<file path="src/rtl/snoop_ctrl_mp_pkg.sv">
// Shared definitions for the multi-peer snoop responder: coherence flags,
// snoop opcodes, FSM encoding and a small sizing helper.
package snoop_ctrl_mp_pkg;

  localparam logic [1:0] FLAG_INVALID      = 2'd0;
  localparam logic [1:0] FLAG_SHARED_CLEAN = 2'd1;
  localparam logic [1:0] FLAG_OWNED_CLEAN  = 2'd2;
  localparam logic [1:0] FLAG_OWNED_DIRTY  = 2'd3;

  localparam logic OP_RD = 1'b0;
  localparam logic OP_WR = 1'b1;

  localparam int CYCLE_NUM_DATA_DEF = 2;

  typedef enum logic [2:0] {
    ST_IDLE   = 3'd0,
    ST_EVAL   = 3'd1,
    ST_REQ    = 3'd2,
    ST_XFER   = 3'd3,
    ST_UPDATE = 3'd4
  } state_e;

  // Index width that stays at least one bit for a single-peer build.
  function automatic int idx_width(input int n);
    return (n > 1) ? $clog2(n) : 1;
  endfunction

endpackage

</file>
<file path="src/rtl/snoop_ctrl_mp_rr_arbiter.sv">
// Combinational round-robin picker: first requester at or after ptr_i,
// wrapping modulo N.
module rr_arbiter
  import snoop_ctrl_mp_pkg::*;
#(
  parameter int N  = 2,
  parameter int IW = idx_width(N)
) (
  input  logic [N-1:0]  req_i,
  input  logic [IW-1:0] ptr_i,
  output logic [N-1:0]  gnt_o,
  output logic [IW-1:0] idx_o,
  output logic          any_o
);

  logic [IW-1:0] cand;

  always_comb begin
    gnt_o = '0;
    idx_o = '0;
    any_o = 1'b0;
    cand  = '0;
    for (int k = 0; k < N; k++) begin
      cand = IW'((int'(ptr_i) + k) % N);
      if (!any_o && req_i[cand]) begin
        any_o       = 1'b1;
        gnt_o[cand] = 1'b1;
        idx_o       = cand;
      end
    end
  end

endmodule

</file>
<file path="src/rtl/snoop_ctrl_mp.sv">
// Multi-peer snoop responder: serves one peer snoop at a time, runs a
// priority write-back for dirty hits and rewrites the hit way's flag.
//
// state  | meaning
// IDLE   | waiting for a snoop; processor not stalled
// EVAL   | classify latched hit/flag (error, miss, clean hit, dirty hit)
// REQ    | requesting the bus for the write-back
// XFER   | write-back data on the bus, CYCLE_NUM_DATA cycles
// UPDATE | ack the served peer, optional flag write, advance pointer
module snoop_ctrl_mp
  import snoop_ctrl_mp_pkg::*;
#(
  parameter int NUM_PEERS      = 2,
  parameter int WAYS           = 4,
  parameter int CYCLE_NUM_DATA = CYCLE_NUM_DATA_DEF,
  parameter int CLC_W          = 4
) (
  input  logic                        plusclk,
  input  logic                        rst_n,
  input  logic [NUM_PEERS-1:0]        snp_valid,
  input  logic [NUM_PEERS-1:0]        snp_op,
  input  logic [NUM_PEERS*WAYS-1:0]   snp_way_hit,
  input  logic [NUM_PEERS*WAYS*2-1:0] snp_flag,
  input  logic                        bus_get,
  output logic                        bus_req,
  output logic [CLC_W-1:0]            bus_req_clc,
  output logic                        tran_buf_input_sel,
  output logic                        pwb_active,
  output logic                        halt,
  output logic [WAYS-1:0]             we_flag_vector,
  output logic [WAYS*2-1:0]           new_flag_vector,
  output logic [NUM_PEERS-1:0]        snp_ack,
  output logic                        snp_error
);

  localparam int IW = idx_width(NUM_PEERS);
  localparam int CW = 4;

  state_e                 state_q, state_d;
  logic [IW-1:0]          rr_ptr_q, rr_ptr_d;
  logic [IW-1:0]          peer_q, peer_d;
  logic [NUM_PEERS-1:0]   gnt_q, gnt_d;
  logic                   op_q, op_d;
  logic [WAYS-1:0]        hit_q, hit_d;
  logic [WAYS*2-1:0]      flag_q, flag_d;
  logic                   wr_q, wr_d;
  logic [CW-1:0]          cnt_q, cnt_d;

  logic [NUM_PEERS-1:0]   gnt;
  logic [IW-1:0]          gnt_idx;
  logic                   gnt_any;
  logic [1:0]             hit_flag;
  logic                   hit_multi;
  logic [1:0]             new_flag;

  rr_arbiter #(.N(NUM_PEERS), .IW(IW)) u_arb (
    .req_i (snp_valid),
    .ptr_i (rr_ptr_q),
    .gnt_o (gnt),
    .idx_o (gnt_idx),
    .any_o (gnt_any)
  );

  always_comb begin
    hit_flag = FLAG_INVALID;
    for (int w = 0; w < WAYS; w++) begin
      if (hit_q[w]) hit_flag = hit_flag | flag_q[w*2 +: 2];
    end
    hit_multi = !$onehot0(hit_q);
    new_flag  = (op_q == OP_RD) ? FLAG_SHARED_CLEAN : FLAG_INVALID;
  end

  always_comb begin
    state_d  = state_q;
    rr_ptr_d = rr_ptr_q;
    peer_d   = peer_q;
    gnt_d    = gnt_q;
    op_d     = op_q;
    hit_d    = hit_q;
    flag_d   = flag_q;
    wr_d     = wr_q;
    cnt_d    = cnt_q;

    bus_req            = 1'b0;
    bus_req_clc        = '0;
    tran_buf_input_sel = 1'b0;
    pwb_active         = 1'b0;
    halt               = 1'b1;
    we_flag_vector     = '0;
    new_flag_vector    = '0;
    snp_ack            = '0;
    snp_error          = 1'b0;

    case (state_q)
      ST_IDLE: begin
        halt = 1'b0;
        if (gnt_any) begin
          for (int p = 0; p < NUM_PEERS; p++) begin
            if (gnt[p]) begin
              op_d   = snp_op[p];
              hit_d  = snp_way_hit[p*WAYS +: WAYS];
              flag_d = snp_flag[p*WAYS*2 +: WAYS*2];
            end
          end
          peer_d  = gnt_idx;
          gnt_d   = gnt;
          state_d = ST_EVAL;
        end
      end
      ST_EVAL: begin
        wr_d    = 1'b0;
        state_d = ST_UPDATE;
        if (hit_multi) begin
          snp_error = 1'b1;
        end else if (hit_q != '0) begin
          case (hit_flag)
            FLAG_INVALID:     snp_error = 1'b1;
            FLAG_OWNED_DIRTY: begin
              wr_d    = 1'b1;
              state_d = ST_REQ;
            end
            default:          wr_d = 1'b1;
          endcase
        end
      end
      ST_REQ: begin
        bus_req            = 1'b1;
        bus_req_clc        = CLC_W'(CYCLE_NUM_DATA);
        tran_buf_input_sel = 1'b1;
        if (bus_get) begin
          cnt_d   = CW'(CYCLE_NUM_DATA - 1);
          state_d = ST_XFER;
        end
      end
      ST_XFER: begin
        pwb_active         = 1'b1;
        tran_buf_input_sel = 1'b1;
        if (cnt_q == '0) state_d = ST_UPDATE;
        else             cnt_d   = cnt_q - 1'b1;
      end
      ST_UPDATE: begin
        snp_ack  = gnt_q;
        rr_ptr_d = (peer_q == IW'(NUM_PEERS - 1)) ? '0 : peer_q + 1'b1;
        if (wr_q) begin
          we_flag_vector = hit_q;
          for (int w = 0; w < WAYS; w++) begin
            new_flag_vector[w*2 +: 2] = hit_q[w] ? new_flag : FLAG_INVALID;
          end
        end
        state_d = ST_IDLE;
      end
      default: state_d = ST_IDLE;
    endcase
  end

  always_ff @(posedge plusclk or negedge rst_n) begin
    if (!rst_n) begin
      state_q  <= ST_IDLE;
      rr_ptr_q <= '0;
      peer_q   <= '0;
      gnt_q    <= '0;
      op_q     <= 1'b0;
      hit_q    <= '0;
      flag_q   <= '0;
      wr_q     <= 1'b0;
      cnt_q    <= '0;
    end else begin
      state_q  <= state_d;
      rr_ptr_q <= rr_ptr_d;
      peer_q   <= peer_d;
      gnt_q    <= gnt_d;
      op_q     <= op_d;
      hit_q    <= hit_d;
      flag_q   <= flag_d;
      wr_q     <= wr_d;
      cnt_q    <= cnt_d;
    end
  end

endmodule

</file>
<file path="config.mk">
export PLATFORM = sky130hd
export DESIGN_NAME = snoop_ctrl_mp
export DESIGN_NICKNAME = d
export VERILOG_FILES = /design/src/rtl/snoop_ctrl_mp_pkg.sv /design/src/rtl/snoop_ctrl_mp_rr_arbiter.sv /design/src/rtl/snoop_ctrl_mp.sv
export SDC_FILE = /design/constraint.sdc
export NUM_CORES = 1
export LEC_CHECK = 0
export CAP_MARGIN = 30
export CORE_MARGIN = 1
export CORE_UTILIZATION = 40
export DETAILED_ROUTE_END_ITERATION = 6
export GPL_TIMING_DRIVEN = 0
export HOLD_SLACK_MARGIN = 0.02
export PLACE_DENSITY = 0.76
export SYNTH_ARGS = -nofsm -noshare
export SYNTH_HDL_FRONTEND = slang
export SYNTH_SLANG_ARGS = --single-unit
</file>
<file path="constraint.sdc">
create_clock -name plusclk -period 1.6 [get_ports plusclk]
set_clock_uncertainty 0.05 [all_clocks]
set_input_delay 0.32 -clock plusclk [delete_from_list [all_inputs] [get_ports plusclk]]
set_output_delay 0.32 -clock plusclk [all_outputs]
set_load 0.01 [all_outputs]
</file>
==> results of run 1 <==
## critical path: stages (launching register included)
cell and delay [ns]:
dfrtp_2 0.48, fa_2 0.48, o311a_1 0.31, buf_2 0.14
## path summary, 6_finish.rpt
check | startpoint | endpoint | slack, ns | cells past startpoint
max | hit_q[0]$_DFFE_PN0P_ | snp_error | -0.47 | 3
min | rst_n | flag_q[2]$_DFFE_PN0P_ | 0.34 | 1
max reg2reg | hit_q[0]$_DFFE_PN0P_ | state_q[2]$_DFFE_PN0P_ | -0.35 | 4
min reg2reg | peer_q$_DFFE_PN0P_ | rr_ptr_q$_DFFE_PN0P_ | 0.42 | 1
max in group asynchronous | rst_n | state_q[1]$_DFFE_PN0P_ | 0.68 | 2
min in group plusclk | peer_q$_DFFE_PN0P_ | rr_ptr_q$_DFFE_PN0P_ | 0.42 | 1
## power by group
part | switching, W | internal (W) | total (W)
clock network | 0.000218 | 0.000177 | 0.000395
registers | 0.000350 | 0.000934 | 0.00128
logic | 0.00116 | 0.00142 | 0.00257
total | 0.00172 | 0.00253 | 0.00425
## cells in the final DEF, fill, tap and decap left out, types with 2 or more instances in the layout
master           count
nor2_2               2
ha_4                 2
conb_1               7
buf_4               23
o31ai_2              2
dfrtp_2              5
inv_2                4
a22oi_1              4
nand2_1             12
nand2_2             11
buf_6               23
nor3_2               2
nor2_1               5
nor2b_4              3
and2_1               2
clkdlybuf4s50_1     30
buf_2                9
mux2i_1             13
o21ai_2              8
clkbuf_8             3
and2_4               3
buf_12               2
a21oi_1              2
o21ai_0              2
o21ai_1              9
dfrtp_1             20
a22o_1               3
nand3b_1             2
inv_1                5
## through the flow
stage                     worst slack, ns  util [%]  hold slack (ns)  total power (W)
after floorplan                    -0.105         -          -0.0256          0.00221
after global placement             -0.614      59.1            0.374          0.00268
after detailed placement           -0.629      59.9            0.386          0.00273
after CTS                          -0.451      69.6            0.353          0.00378
after global routing               -0.502      74.3            0.375          0.00451
final                              -0.469      74.3            0.338          0.00425
## what timing repair did
action                     in CTS  in global routing
setup buffers                  23                  7
cloned                          1                  1
gates resized for setup       115                 43
hold buffers                    0                  0
pin swaps                      28                 15
setup endpoints to repair      33                 39
## layer usage
layer	global-route usage, %	vias to the layer above	wire (um)
met5	0	-	0
li1	-	711	-
met2	32.0	58	2130
met1	26.6	709	1780
met4	10.5	0	150
met3	2.74	14	185
## kinds of logic (layout without fill, tap and decap cells)
logic type      Yosys count  after routing  synth area share, %
fa+ha+maj                 3              3                 3.03
flops                    25             25                 42.1
simple gates             54             54                 18.4
buf+inv                  23            102                 9.27
mux                      13             13                 8.76
other cells               1              7                0.252
compound gates           40             40                 18.2
## area by class of cell
class / instances / area share (%)
timing repair buffer: 76 / 28.8
sequential: 25 / 24.7
multi-input combinational: 117 / 36.5
inverter: 9 / 1.32
tap: 46 / 2.25
clock buffer: 3 / 1.61
clock inverter: 1 / 0.293
buffer: 13 / 4.55
## synth_stat cells, drive strengths merged
cell type / n / area, um^2
a211o: 1 / 8.76
a21boi: 1 / 7.51
a21oi: 2 / 10.0
a22o: 3 / 26.3
a22oi: 5 / 37.5
and2: 5 / 31.3
and3: 2 / 12.5
buf: 13 / 100
clkbuf: 1 / 3.75
conb: 1 / 3.75
dfrtp: 25 / 626
fa: 1 / 20.0
ha: 2 / 25.0
inv: 9 / 33.8
mux2i: 13 / 130
nand2: 24 / 90.1
nand3: 1 / 5.00
nand3b: 2 / 15.0
nand4: 1 / 6.26
nand4b: 1 / 8.76
nor2: 7 / 26.3
nor2b: 3 / 18.8
nor3: 2 / 10.0
nor3b: 2 / 15.0
o2111a: 1 / 11.3
o211ai: 1 / 7.51
o21ai: 20 / 104
o21bai: 1 / 18.8
o22ai: 1 / 6.26
o311a: 1 / 10.0
o31ai: 3 / 22.5
or2: 1 / 6.26
or3: 1 / 11.3
or3b: 1 / 8.76
or4: 1 / 7.51
## state kept, by name, summed over array words and instances, names as in the netlist
name	cells
hit_q	4
flag_q	8
peer_q	1
gnt_q	2
state_q	3
op_q	1
wr_q	1
cnt_q	4
rr_ptr_q	1
==> impl_metrics.ini, run 1 <==
[worst_setup_path]
crit_required_ns = 1.23
worstPathArrival_ns = 1.70
cp-end-kind = primary output
critical_path.max_fanout = 5
critPathKind = reg -> out
start_kind = register

[global_routing]
antenna_found_initial = 0
grt_pass1_vias = 1320
gr-total-overflow = 0
grt_max_degree = 17
track_usage_pct = 20.2
grt_first_pass_wirelength_um = 6120

[clocking]
cts-htree-levels = 1
numCtsBuffers = 3
cts_tree = done
clockBufferDepth = 2
cts_sinks = 25
clk_latency_ns = 0.28
cts-root-buf = clkbuf_8
path_clk_slew_ns = 0.10

[sta]
drv_slew = 0
fin_setup_tns_ns = -7.52
worst_pin_slew_ns = 0.542
rsz0062_at_grt = true
finalSetupViolCount = 34
hold_viol_final = 0
layout_setup_ws_ns = -0.469
relSlewSlack_pct = 63.7
period_share_pct = 129
max_freq_ghz = 0.483
period_minus_slack_ns = 2.07

[routing]
drt-total-wl_um = 4240
first_pass_iters = 4
viasPerCell = 5.14
ant_nets = 0
wl_per_cell_um = 14.6
initialDrtViolationCount = 110
via_count = 1492
drc = 0

[finish]
multi_input_comb_area_um2 = 935
layout.nets = 279
final_area_um2 = 2560
regArea_um2 = 632
area_delta_synth_final_pct = 72.3
drive_above_1_share_pct = 48.0
antennaDiodeCount = 0
num-fill-cells = 241
final_cell_count_no_fill = 290

[floorplan]
dieArea_um2 = 3960
start_util_pct = 43.1
chipHeight_um = 62.9
core-area_um2 = 3440
fp.dieW_um = 62.9
rows = 21
io_pins = 54

[yosys]
synth-seq-area-share_pct = 42.1
netlist_area_um2 = 1490
postSynthAreaPerCell_um2 = 9.34
synth_cell_type_count = 39
synth_cells = 159
synth_seq_cells = 25
yosys_warnings = 0

[place]
dpl.hpwl_um = 2460
place_area_um2 = 2060
place_inst = 258
place.gp.congestion = 0.726
io_buffers = 46

[pwr]
p_leak_nw = 1.19
peakVddDrop_mv = 0.903
powerDensity_nw_per_um2 = 1660

[run_status]
status = finished with violations
violations = negative setup slack

[hold_path]
min_path_type = in -> async

[run]
drv_cap = 0
No activity file was read; power rests on OpenSTA's default activity.
==> inputs of run 2 (changes only) <==
--- a/config.mk
+++ b/config.mk
@@ -6,7 +6,7 @@
 export NUM_CORES = 1
 export LEC_CHECK = 0
 export CAP_MARGIN = 30
-export CORE_MARGIN = 1
+export CORE_MARGIN = 5
 export CORE_UTILIZATION = 40
 export DETAILED_ROUTE_END_ITERATION = 6
 export GPL_TIMING_DRIVEN = 0
==> run 2 against run 1 <==
The flow still finishes with violations (negative setup slack). Sequential power is essentially flat. Routed wire length increased by 1.4%. Via count down 1.7%. Fmax down 1.9%. Register-to-register slack hardly changed.
==> impl_metrics.ini, run 2 (same netlist as run 1, synthesis figures left out) <==
[run_status]
status = finished with violations
violations = negative setup slack

[routing]
met1_length_um = 1760
wl_per_cell_um = 15.1
initialDrtViolationCount = 115
wl_met3_um = 226
drt-total-wl_um = 4300
via_count = 1466
top_layer_used = met4
drc = 0
first_pass_iters = 4
viasPerCell = 5.16
ant_nets = 0
met2WireLength_um = 2200

[worst_setup_path]
reg2reg_depth = 4
cp-startpoint = hit_q[3]$_DFFE_PN0P_
start_kind = register
cp-endpoint = snp_error
cp-end-kind = primary output
r2r_slack_ns = -0.34
critPathKind = reg -> out
crit_required_ns = 1.23
reg2reg_from = hit_q[3]$_DFFE_PN0P_
worstPathArrival_ns = 1.74
critical_path.max_fanout = 8
r2r-end = state_q[2]$_DFFE_PN0P_

[pwr]
swShare_pct = 41.6
power.switching_w = 0.00172
powerDensity_nw_per_um2 = 1680
peakVddDrop_mv = 0.970
pwr-share-seq_pct = 31.6
p_leak_nw = 1.13
clkPwrFrac_pct = 9.8
p_int_w = 0.00241
combinationalPowerShare_pct = 58.6

[sta]
fin_setup_tns_ns = -5.68
relSlewSlack_pct = 51.4
layout_setup_ws_ns = -0.509
rsz0062_at_grt = true
max_freq_ghz = 0.474
period_share_pct = 132
hold_viol_final = 0
worst_pin_slew_ns = 0.726
period_minus_slack_ns = 2.11
drv_slew = 0
finalSetupViolCount = 32

[finish]
final_common_cell = clkdlybuf4s50_1
area_delta_synth_final_pct = 65.4
final_cell_count_no_fill = 284
layout.nets = 271
drive_above_1_share_pct = 47.5
largest_reg_flops = 8
antennaDiodeCount = 0
mostFrequentLayoutCells = clkdlybuf4s50_1 (30), buf_6 (21), buf_4 (19), dfrtp_1 (19)
finish.utilization_pct = 67.6
num-fill-cells = 289
top_regs = flag_q (8), cnt_q (4), hit_q (4)
regMostFlops = flag_q

[global_routing]
grt_first_pass_wirelength_um = 6700
grt_pass1_vias = 1448
antenna_found_initial = 0
track_usage_pct = 16.4
gr-total-overflow = 0
grt_max_degree = 16

[clocking]
clockBufferDepth = 2
cts-htree-levels = 1
cts_tree = done
numCtsBuffers = 3
clk_latency_ns = 0.28
path_clk_slew_ns = 0.10
cts-root-buf = clkbuf_8
cts_sinks = 25

[floorplan]
rows = 22
core-area_um2 = 3630
chipHeight_um = 70.9
fp.dieW_um = 70.9
dieArea_um2 = 5030
io_pins = 54
start_util_pct = 40.9

[place]
detailedPlace.worstSlack_ns = -0.667
dpl.hpwl_um = 2660
place_inst = 260
io_buffers = 46
place.gp.congestion = 0.841

[run]
drv_cap = 0

[hold_path]
min_path_type = in -> async
## run 2: routing by layer
metal  vias to the layer above  GRT usage [%]
li1                        697              -
met1                       703           19.9
met2                        55           28.8
met3                        11           2.70
met4                         0           6.68
met5                         -              0
## run 2: final cells by class
cell class                      instances  area, um^2  area share (%)
Multi-Input combinational cell        117         931            37.9
Sequential cell                        25         633            25.8
Timing Repair Buffer                   68         633            25.8
Buffer                                 13         116            4.74
Tap cell                               48        60.1            2.45
Clock buffer                            3        41.3            1.68
Inverter                                9        33.8            1.38
Clock inverter                          1        7.51           0.306
## run 2: worst min-delay path by stage
stage | startpoint | endpoint | slack [ns]
after floorplan | rst_n | cnt_q[0]$_DFFE_PN0P_ | -0.03
after global placement | peer_q$_DFFE_PN0P_ | rr_ptr_q$_DFFE_PN0P_ | 0.38
after detailed placement | peer_q$_DFFE_PN0P_ | rr_ptr_q$_DFFE_PN0P_ | 0.38
after CTS | peer_q$_DFFE_PN0P_ | rr_ptr_q$_DFFE_PN0P_ | 0.42
after global routing | peer_q$_DFFE_PN0P_ | rr_ptr_q$_DFFE_PN0P_ | 0.45
final | rst_n | gnt_q[0]$_DFFE_PN0P_ | 0.41
## run 2: power by group through the flow
stage | Sequential, W | Clock (W) | Combinational [W]
4_1_cts | 0.00124 | 0.000401 | 0.00194
3_3_place_gp | 0.00121 | 0 | 0.00147
6_report | 0.00130 | 0.000405 | 0.00242
3_5_place_dp | 0.00122 | 0 | 0.00152
5_1_grt | 0.00134 | 0.000428 | 0.00263
2_1_floorplan | 0.00114 | 0 | 0.00108
## run 2: repair_timing
item                       CTS  global route
pin swaps                   21            18
gates resized for setup    112            43
setup endpoints to repair   34            37
setup buffers               13             6
hold buffers                 0             0
gates cloned                 3             0
## run 2: metrics by stage
stage	hold slack (ns)	instance area (um^2)	total power [W]
2_1_floorplan	-0.0256	1520	0.00221
3_3_place_gp	0.375	2040	0.00268
3_5_place_dp	0.384	2050	0.00274
4_1_cts	0.420	2280	0.00358
5_1_grt	0.451	2460	0.00440
6_report	0.412	2460	0.00413
## run 2: worst max-delay path, cell delays in order (launching register included)
cell and delay, ns:
dfrtp_2 0.50, fa_2 0.49, o311a_1 0.31, buf_2 0.15
